**src/rtl/uart_tx_arbiter.sv**
```systemverilog
// uart_tx_arbiter: round-robin sharing of one UART TX core among N_REQ byte
// requesters, with a start/busy handshake and a watchdog on busy rising.
// Optional build macro UART_ARB_TAG_EN: each transfer becomes a tag byte
// {4'hA, owner} followed by the data byte (requires DATA_W == 8).
module uart_tx_arbiter #(
  parameter int N_REQ   = 4,
  parameter int DATA_W  = 8,
  parameter int TIMEOUT = 1024
)(
  input  logic                    CLK100MHZ,
  input  logic                    reset,
  input  logic [N_REQ-1:0]        req,
  input  logic [N_REQ*DATA_W-1:0] req_data,
  output logic [N_REQ-1:0]        ack,
  output logic                    tx_start,
  output logic [DATA_W-1:0]       tx_data,
  input  logic                    tx_busy,
  output logic [3:0]              owner,
  output logic                    active,
  output logic                    err_timeout
);
  localparam int IW = (N_REQ > 1) ? $clog2(N_REQ) : 1;
  localparam int WW = $clog2(TIMEOUT);  // holds 0..TIMEOUT-1

  typedef enum logic [1:0] {IDLE, ISSUE, WAIT_HI, WAIT_LO} state_t;

  state_t                        state_q, state_d;
  logic [IW-1:0]                 ptr_q, ptr_d, own_q, own_d;
  logic [WW-1:0]                 wd_q, wd_d;
  logic [DATA_W-1:0]             txd_q, txd_d, dat_q, dat_d;
  logic                          tag_q, tag_d;  // 1 while the tag byte is in flight
  logic [N_REQ-1:0][DATA_W-1:0]  req_bytes;
  logic                          gnt_vld;
  logic [IW-1:0]                 gnt_idx, ptr_nxt;

  assign req_bytes = req_data;
  assign tx_data   = txd_q;
  assign owner     = 4'(own_q);
  assign active    = (state_q != IDLE);
  assign ptr_nxt   = (own_q == IW'(N_REQ-1)) ? '0 : own_q + IW'(1);

  // Round-robin pick: first set request scanning ptr, ptr+1, ... wrapping.
  always_comb begin
    int j;
    logic [IW-1:0] idx;
    gnt_vld = 1'b0;
    gnt_idx = '0;
    for (int k = N_REQ-1; k >= 0; k--) begin
      j = int'(ptr_q) + k;
      if (j >= N_REQ) j = j - N_REQ;
      idx = IW'(j);
      if (req[idx]) begin
        gnt_vld = 1'b1;
        gnt_idx = idx;
      end
    end
  end

  // Next-state and handshake outputs. The ack goes out with tx_start, so a
  // later watchdog expiry cannot retract it; recovery only moves the pointer.
  always_comb begin
    state_d     = state_q;
    ptr_d       = ptr_q;
    own_d       = own_q;
    wd_d        = wd_q;
    txd_d       = txd_q;
    dat_d       = dat_q;
    tag_d       = tag_q;
    tx_start    = 1'b0;
    ack         = '0;
    err_timeout = 1'b0;
    case (state_q)
      IDLE: begin
        // The core is only claimed when it is idle.
        if (gnt_vld && !tx_busy) begin
          own_d   = gnt_idx;
          dat_d   = req_bytes[gnt_idx];
          state_d = ISSUE;
`ifdef UART_ARB_TAG_EN
          tag_d   = 1'b1;
          txd_d   = {4'hA, 4'(gnt_idx)};
`else
          txd_d   = req_bytes[gnt_idx];
`endif
        end
      end
      ISSUE: begin
        tx_start = 1'b1;
        if (!tag_q) ack[own_q] = 1'b1;
        wd_d     = '0;
        state_d  = WAIT_HI;
      end
      WAIT_HI: begin
        if (tx_busy) begin
          state_d = WAIT_LO;
        end else if (wd_q == WW'(TIMEOUT-1)) begin
          // Stalled core: drop the transfer (tag or data) and move on.
          err_timeout = 1'b1;
          ptr_d       = ptr_nxt;
          tag_d       = 1'b0;
          state_d     = IDLE;
        end else begin
          wd_d = wd_q + WW'(1);
        end
      end
      WAIT_LO: begin
        if (!tx_busy) begin
          if (tag_q) begin
            // Tag byte done: send the data byte next.
            tag_d   = 1'b0;
            txd_d   = dat_q;
            state_d = ISSUE;
          end else begin
            ptr_d   = ptr_nxt;
            state_d = IDLE;
          end
        end
      end
      default: state_d = IDLE;
    endcase
  end

  // State and datapath registers with synchronous reset.
  always_ff @(posedge CLK100MHZ) begin
    if (reset) begin
      state_q <= IDLE;
      ptr_q   <= '0;
      own_q   <= '0;
      wd_q    <= '0;
      txd_q   <= '0;
      dat_q   <= '0;
      tag_q   <= 1'b0;
    end else begin
      state_q <= state_d;
      ptr_q   <= ptr_d;
      own_q   <= own_d;
      wd_q    <= wd_d;
      txd_q   <= txd_d;
      dat_q   <= dat_d;
      tag_q   <= tag_d;
    end
  end
endmodule
```
**config.mk**
```make
export PLATFORM = sky130hd
export DESIGN_NAME = uart_tx_arbiter
export DESIGN_NICKNAME = d
export VERILOG_FILES = /design/src/rtl/uart_tx_arbiter.sv
export SDC_FILE = /design/constraint.sdc
export NUM_CORES = 1
export LEC_CHECK = 0
export ABC_CLOCK_PERIOD_IN_PS = 3600
export CORE_MARGIN = 2
export CORE_UTILIZATION = 43
export DETAILED_ROUTE_END_ITERATION = 16
export GPL_TIMING_DRIVEN = 0
export PLACE_DENSITY = 0.79
export SYNTH_ARGS = -nofsm -noshare
export SYNTH_HDL_FRONTEND = slang
export SYNTH_SLANG_ARGS = --single-unit
export TNS_END_PERCENT = 10
```
**constraint.sdc**
```tcl
create_clock -name CLK100MHZ -period 3.6 [get_ports CLK100MHZ]
set_input_delay 0.72 -clock CLK100MHZ [delete_from_list [all_inputs] [get_ports CLK100MHZ]]
set_output_delay 0.72 -clock CLK100MHZ [all_outputs]
set_load 0.01 [all_outputs]
```
== After elaboration in Yosys (flattened, before gate mapping) ==
Cells that the tools add are included.

* Register bits: 33
* Input bits: 39
* Output and inout port bits: 19
* Word-level logic and storage cells: 107

* Add/subtract/negate cells: 9
* Order comparisons: 11
* Eq/ne operators: 13
* Mux-type cells: 53
* Reduce and logical (&&, ||, !) cells: 14

{| class="wikitable"
|+ Operator list
! cell !! number
|-
| 2-bit two-way mux || 17
|-
| 8-bit two-way mux || 4
|-
| 10-bit two-way mux || 2
|-
| 10-bit one-hot mux with 2 select lines || 1
|-
| 2-bit by 3-bit less-than comparator with 1-bit output (second input constant) || 6
|-
| 1-bit two-way mux || 17
|-
| 8-bit binary-select mux with 2-bit select || 1
|-
| 8-bit one-hot mux with 2 select lines || 1
|-
| 2-bit inequality test (second input constant) || 7
|-
| 10-bit by 1-bit adder with 10-bit output (second input constant) || 1
|-
| 10-bit == test (second input constant) || 1
|-
| 3-bit >= comparator (second input constant) || 3
|-
| 1-bit binary-select mux with 2-bit select || 4
|-
| 4-bit two-way mux || 2
|-
| 2-bit one-hot mux with 4 select lines || 1
|-
| 4-bit AND reduction || 2
|-
| 2-bit nonzero test || 4
|-
| 2-bit by 1-bit subtractor with 2-bit output (second input constant) || 4
|-
| 2-bit by 2-bit adder with 3-bit output (second input constant) || 2
|-
| 2-bit == test (second input constant) || 3
|-
| 3-bit AND reduction || 2
|-
| 5-bit AND reduction || 1
|-
| 2-bit one-hot mux with 2 select lines || 1
|-
| 2-bit by 1-bit adder with 3-bit output (second input constant) || 1
|-
| 11 further kinds || 12
|}

== Logic depth before layout (Yosys ltp) ==
Gate-level depths: netlist (run 1).

* Depth in word-level cells: 13
* Depth in mapped cells: 7
* Gate-level depth less buffers: 6

== Worst setup path before layout (run 1) ==
OpenSTA, ideal clock, no wires.

* Kind: input port to flip-flop
* From: input req[1]
* To: register txd_q[0], in the netlist tx_data[0]
* Library setup time: 0.133 ns
* Arrival: 1.811 ns
* Required time: 3.467 ns
* Path slack: 1.656 ns
* Stages: 7
* Path buffers: 2
* Path through: or4_4 -> nand3_2 -> nor2_2 -> nand2b_1 -> buf_4 -> buf_6 -> o221ai_1

* Longest elaborated chain between the ends: 10
* Elaborated cells between the ends (all ways): 23
* Classes of those cells: eq/ne: 1; mux: 20; reduce/logical: 2

{| class="wikitable"
|+ Ends and longest elaborated chain
! item !! line !! text
|-
| start, declared || 12 || <nowiki>input logic [N_REQ-1:0] req,</nowiki>
|-
| 1-bit binary-select mux with 2-bit select || 52 || <nowiki>if (req[idx]) begin</nowiki>
|-
| 1-bit two-way mux (not written as such) || 52 ||
|-
| 2-bit two-way mux (4 in a row) || 52 ||
|-
| 8-bit binary-select mux with 2-bit select || 83 || <nowiki>txd_d = req_bytes[gnt_idx];</nowiki>
|-
| 8-bit two-way mux (not written as such) || 83 ||
|-
| 8-bit two-way mux || 75 || <nowiki>if (gnt_vld && !tx_busy) begin</nowiki>
|-
| 8-bit one-hot mux with 2 select lines || 72 || <nowiki>case (state_q)</nowiki>
|-
| end signal, assigned || 138 || <nowiki>txd_q <= txd_d;</nowiki>
|-
| end, declared || 30 || <nowiki>logic [DATA_W-1:0] txd_q, txd_d, dat_q, dat_d;</nowiki>
|}

Parallel ways exist; a longest one is shown, timed or not. The select of a mux whose other input is x is not followed.
A chain may end at the register's enable or synchronous reset.

== Final worst setup path (run 1) ==
* From: input tx_busy
* To: output err_timeout

* Longest elaborated chain between the ends: 2

{| class="wikitable"
|+ Ends and longest elaborated chain
! item !! line !! text
|-
| start, declared || 17 || <nowiki>input logic tx_busy,</nowiki>
|-
| 1-bit two-way mux || 94 || <nowiki>if (tx_busy) begin</nowiki>
|-
| 1-bit two-way mux || 72 ||
|-
| end, declared || 20 || <nowiki>output logic err_timeout</nowiki>
|}

No other way between the ends.

==> flow_metrics.py, run 1 <==
metrics = {
    "outcome": {
        "outcome": "finished, final reports clean",
    },
    "synthesis": {
        "synthesis.instances": 160,
        "synth_edf_count": 0,
        "synth_top_area_frac": 0.328,
        "syn-cell-area_sq_mm": 0.00146,
        "synth.distinct_cells": 39,
        "synth-warning-count": 0,
        "synthFlopType": "dfxtp_1",
        "ys_async_sr_fraction": 0,
        "yosys.area.top_type": "dfxtp_1",
        "synth.avg_cell_area_sq_um": 9.15,
        "ys_ff_latch": 24,
        "synth_area_leaders": "dfxtp_1, mux2i_1, o221ai_1",
        "seq_area_frac_synth": 0.328,
    },
    "pwr": {
        "p_seq_frac": 0.483,
        "cellInternalPower_mw": 0.436,
        "power.total_mw": 0.597,
        "clkPwrFrac": 0.242,
        "power_frac_comb": 0.275,
        "p_leak_nw": 0.788,
        "ir_worst_vdd_mv": 0.215,
        "power_density_mw_per_mm2": 283,
        "switching_share": 0.270,
        "p_switching_mw": 0.161,
    },
    "timing": {
        "skew_ns": 0.00263,
        "fin_ws_ns": 0.772,
        "setup_viol": 0,
        "hold_viol": 0,
        "setup_tns_ns": 0,
        "finalMaxSlewViolations": 0,
        "post-route-min-period_ns": 2.83,
        "rsz0062_at_grt": "no",
        "fin_crit_sh": 0.785,
        "fmax_mhz": 354,
    },
    "worst_hold_path": {
        "min_to": "tx_data[5]",
        "hold_class": "register to register",
        "holdCritStartpoint": "tx_data[5]",
        "holdPathStages": 2,
    },
    "clock_network": {
        "cts-root-buf": "clkbuf_4",
        "h-tree-depth": 1,
        "cts_hold_buf": 0,
        "cts_resized": 0,
        "cts_buffers": 3,
        "cts_tree": "yes",
        "cts.sinks": 24,
        "post_cts_buffers": 0,
        "clk_pin_slew_worst_paths_ns": 0.13,
        "cts_buffer_depth": 2,
        "clkLatencyLatePin_ns": 0.32,
    },
    "drt": {
        "drc": 0,
        "via_per_inst": 4.97,
        "drtIter0Drc": 68,
        "routed_wl_mm": 3.37,
        "ant_nets": 0,
        "wl_per_cell_um": 12.7,
        "vias": 1322,
        "dr.pass1.iters": 4,
    },
    "die": {
        "io_pins": 58,
        "row_count": 21,
        "die_y_um": 62.3,
        "fp.dieW_um": 62.3,
        "dieArea_sq_mm": 0.00389,
        "coreArea_sq_mm": 0.00331,
        "start_util": 0.442,
    },
    "setup_path": {
        "crit_chain": "clkdlybuf4s50_1 > nor3b_2 > and2_1 > clkdlybuf4s50_1",
        "worstPathRequired_ns": 2.88,
        "cp-end-kind": "output port",
        "cp.arrival_ns": 2.11,
        "reg2reg_slack_ns": 1.90,
        "rr_worst_depth": 6,
        "crit_top_cell": "clkdlybuf4s50_1",
        "max_stage_delay_ns": 0.53,
        "rr_endpoint": "tx_data[2]",
        "critPathLaunchType": "input port",
        "r2r-start": "ptr_q[1]",
        "critPathKind": "input port to output port",
        "slowest_stage": "clkdlybuf4s50_1",
        "cp_max_fo": 3,
        "crit_buf_inv": 2,
        "worst_path_dominant_cell_family": "buffers and inverters",
    },
    "place": {
        "placed_cell_area_sq_mm": 0.00208,
        "dp_hpwl_mm": 2.60,
        "numPortBuffers": 55,
        "gp_congestion": 0.795,
        "dp_slack_ns": 0.778,
    },
    "global_routing": {
        "grt_antenna_before_repair": 0,
        "grtUsageTotal": 0.182,
        "overflow": 0,
        "grt_pass1_vias": 1287,
        "grt_pass1_wl_mm": 5.81,
        "grt_max_degree": 14,
    },
    "cells_and_area": {
        "syn_to_final_growth_pct": 44.3,
        "drive_gt1_frac": 0.123,
        "final_util": 0.638,
        "final_nets": 265,
        "diodes": 0,
        "fin_area_sq_mm": 0.00211,
    },
    "flow_run": {
        "max_cap_viol_count": 0,
    },
}
layout by cell type (no fill, tap or decap), types with 8 or more instances in the layout:
master	instances
clkdlybuf4s50_1	55
a21oi_1	8
inv_1	9
dfxtp_1	24
xnor2_1	8
o221ai_1	8
mux2i_1	19
nand2_1	14
nor2_1	11
worst max-delay path by stage:
stage	cells after the start	to	from	slack (ns)
2_1_floorplan	7	tx_data[0]	req[1]	1.66
3_3_place_gp	4	err_timeout	tx_busy	0.77
3_5_place_dp	4	err_timeout	tx_busy	0.78
4_1_cts	4	err_timeout	tx_busy	0.78
5_1_grt	4	err_timeout	tx_busy	0.74
6_report	4	err_timeout	tx_busy	0.77
worst reg2reg max path, stage by stage, from the launching register on:
cell and delay, ns:
dfxtp_1 0.38, a21oi_1 0.14, o21ai_1 0.11, a21oi_4 0.37, buf_6 0.24, mux2i_1 0.22
o221ai_1 0.14
cell usage after synthesis (2+ instances only):
library cell,count
nand2b_1,5
dfxtp_1,24
o221ai_1,8
and2_1,5
inv_1,9
nand2_1,14
mux2i_1,19
a211oi_1,3
a21oi_1,8
buf_2,2
buf_6,2
nor3_1,3
buf_4,5
nor2_1,11
nor2_2,3
nand3_1,5
xnor2_1,8
ha_1,5
kinds of logic after synthesis:
family | synth area share
other | 0.00256
adders and majority gates | 0.0427
DFF | 0.328
AOI/OAI and AO/OA | 0.172
xor gates and xnor gates | 0.0479
buffers and inverters | 0.0761
and+or+nand+nor | 0.193
muxes | 0.138
layout make-up:
type                    count  area [sq um]
fillers                   303          1200
multi-input cells         117           876
repair buffers             55           551
flip-flops and latches     24           480
plain buffers              11          77.6
well taps                  46          57.6
clock buffers               4          36.3
inverters                   9          33.8
power by group through the flow:
stage                     Combinational [mW]  Clock (mW)  Sequential [mW]
final                                  0.164       0.145            0.288
after global routing                   0.179       0.160            0.290
after detailed placement               0.165           0            0.294
after floorplan                       0.0751           0            0.298
after CTS                              0.165       0.152            0.288
after global placement                 0.163           0            0.294
per-stage QoR:
stage | hold slack [ns] | cells
2_1_floorplan | 0.461 | 161
3_3_place_gp | 0.447 | 262
3_5_place_dp | 0.446 | 262
4_1_cts | 0.487 | 266
5_1_grt | 0.514 | 266
6_report | 0.480 | 266
sequential cells by signal, summed over array words and instances, names as in the netlist:
register	cells
wd_q	10
tx_data	8
own_q	2
ptr_q	2
state_q	2
routing by layer:
metal	up-vias	share of wire	track usage
li1	680	-	-
met1	611	0.45	0.233
met2	29	0.50	0.314
met3	2	0.042	0.0417
met4	0	0.0080	0.0389
met5	-	0	0
No activity file was read; power rests on OpenSTA's default activity.
==> run 2, diff against run 1 <==
--- a/config.mk
+++ b/config.mk
@@ -5,7 +5,7 @@
 export SDC_FILE = /design/constraint.sdc
 export NUM_CORES = 1
 export LEC_CHECK = 0
-export ABC_CLOCK_PERIOD_IN_PS = 3600
+export ABC_CLOCK_PERIOD_IN_PS = 2820
 export CORE_MARGIN = 2
 export CORE_UTILIZATION = 43
 export DETAILED_ROUTE_END_ITERATION = 16
==> constraint.sdc (replaced) <==
create_clock -name CLK100MHZ -period 2.82 [get_ports CLK100MHZ]
set_input_delay 0.564 -clock CLK100MHZ [delete_from_list [all_inputs] [get_ports CLK100MHZ]]
set_output_delay 0.564 -clock CLK100MHZ [all_outputs]
set_load 0.01 [all_outputs]
==> results of run 2 <==
Same layout as run 1 (identical final DEF). Status: finished, final reports clean.
Among the figures that moved: setup slack after placement 0.778 ns -> 0.310 ns; setup slack after layout 0.772 ns -> 0.272 ns; start point of the critical path tx_busy -> wd_q[0]; register-to-register setup slack 1.90 ns -> 1.12 ns; total power 0.597 mW -> 0.763 mW; worst IR drop on VDD 0.215 mV -> 0.274 mV
==> run 3, diff against run 2 <==
--- a/config.mk
+++ b/config.mk
@@ -5,7 +5,8 @@
 export SDC_FILE = /design/constraint.sdc
 export NUM_CORES = 1
 export LEC_CHECK = 0
-export ABC_CLOCK_PERIOD_IN_PS = 2820
+export ABC_CLOCK_PERIOD_IN_PS = 3250
+export CAP_MARGIN = 10
 export CORE_MARGIN = 2
 export CORE_UTILIZATION = 43
 export DETAILED_ROUTE_END_ITERATION = 16
==> constraint.sdc (replaced) <==
create_clock -name CLK100MHZ -period 3.25 [get_ports CLK100MHZ]
set_input_delay 0.65 -clock CLK100MHZ [delete_from_list [all_inputs] [get_ports CLK100MHZ]]
set_output_delay 0.65 -clock CLK100MHZ [all_outputs]
set_load 0.01 [all_outputs]
==> results of run 3 <==
Same layout as run 1 (identical final DEF). Status: finished, final reports clean.
Among the figures that moved: setup slack after placement 0.778 ns -> 0.568 ns; setup slack after layout 0.772 ns -> 0.562 ns; register-to-register setup slack 1.90 ns -> 1.55 ns; total power 0.597 mW -> 0.662 mW; worst IR drop on VDD 0.215 mV -> 0.238 mV
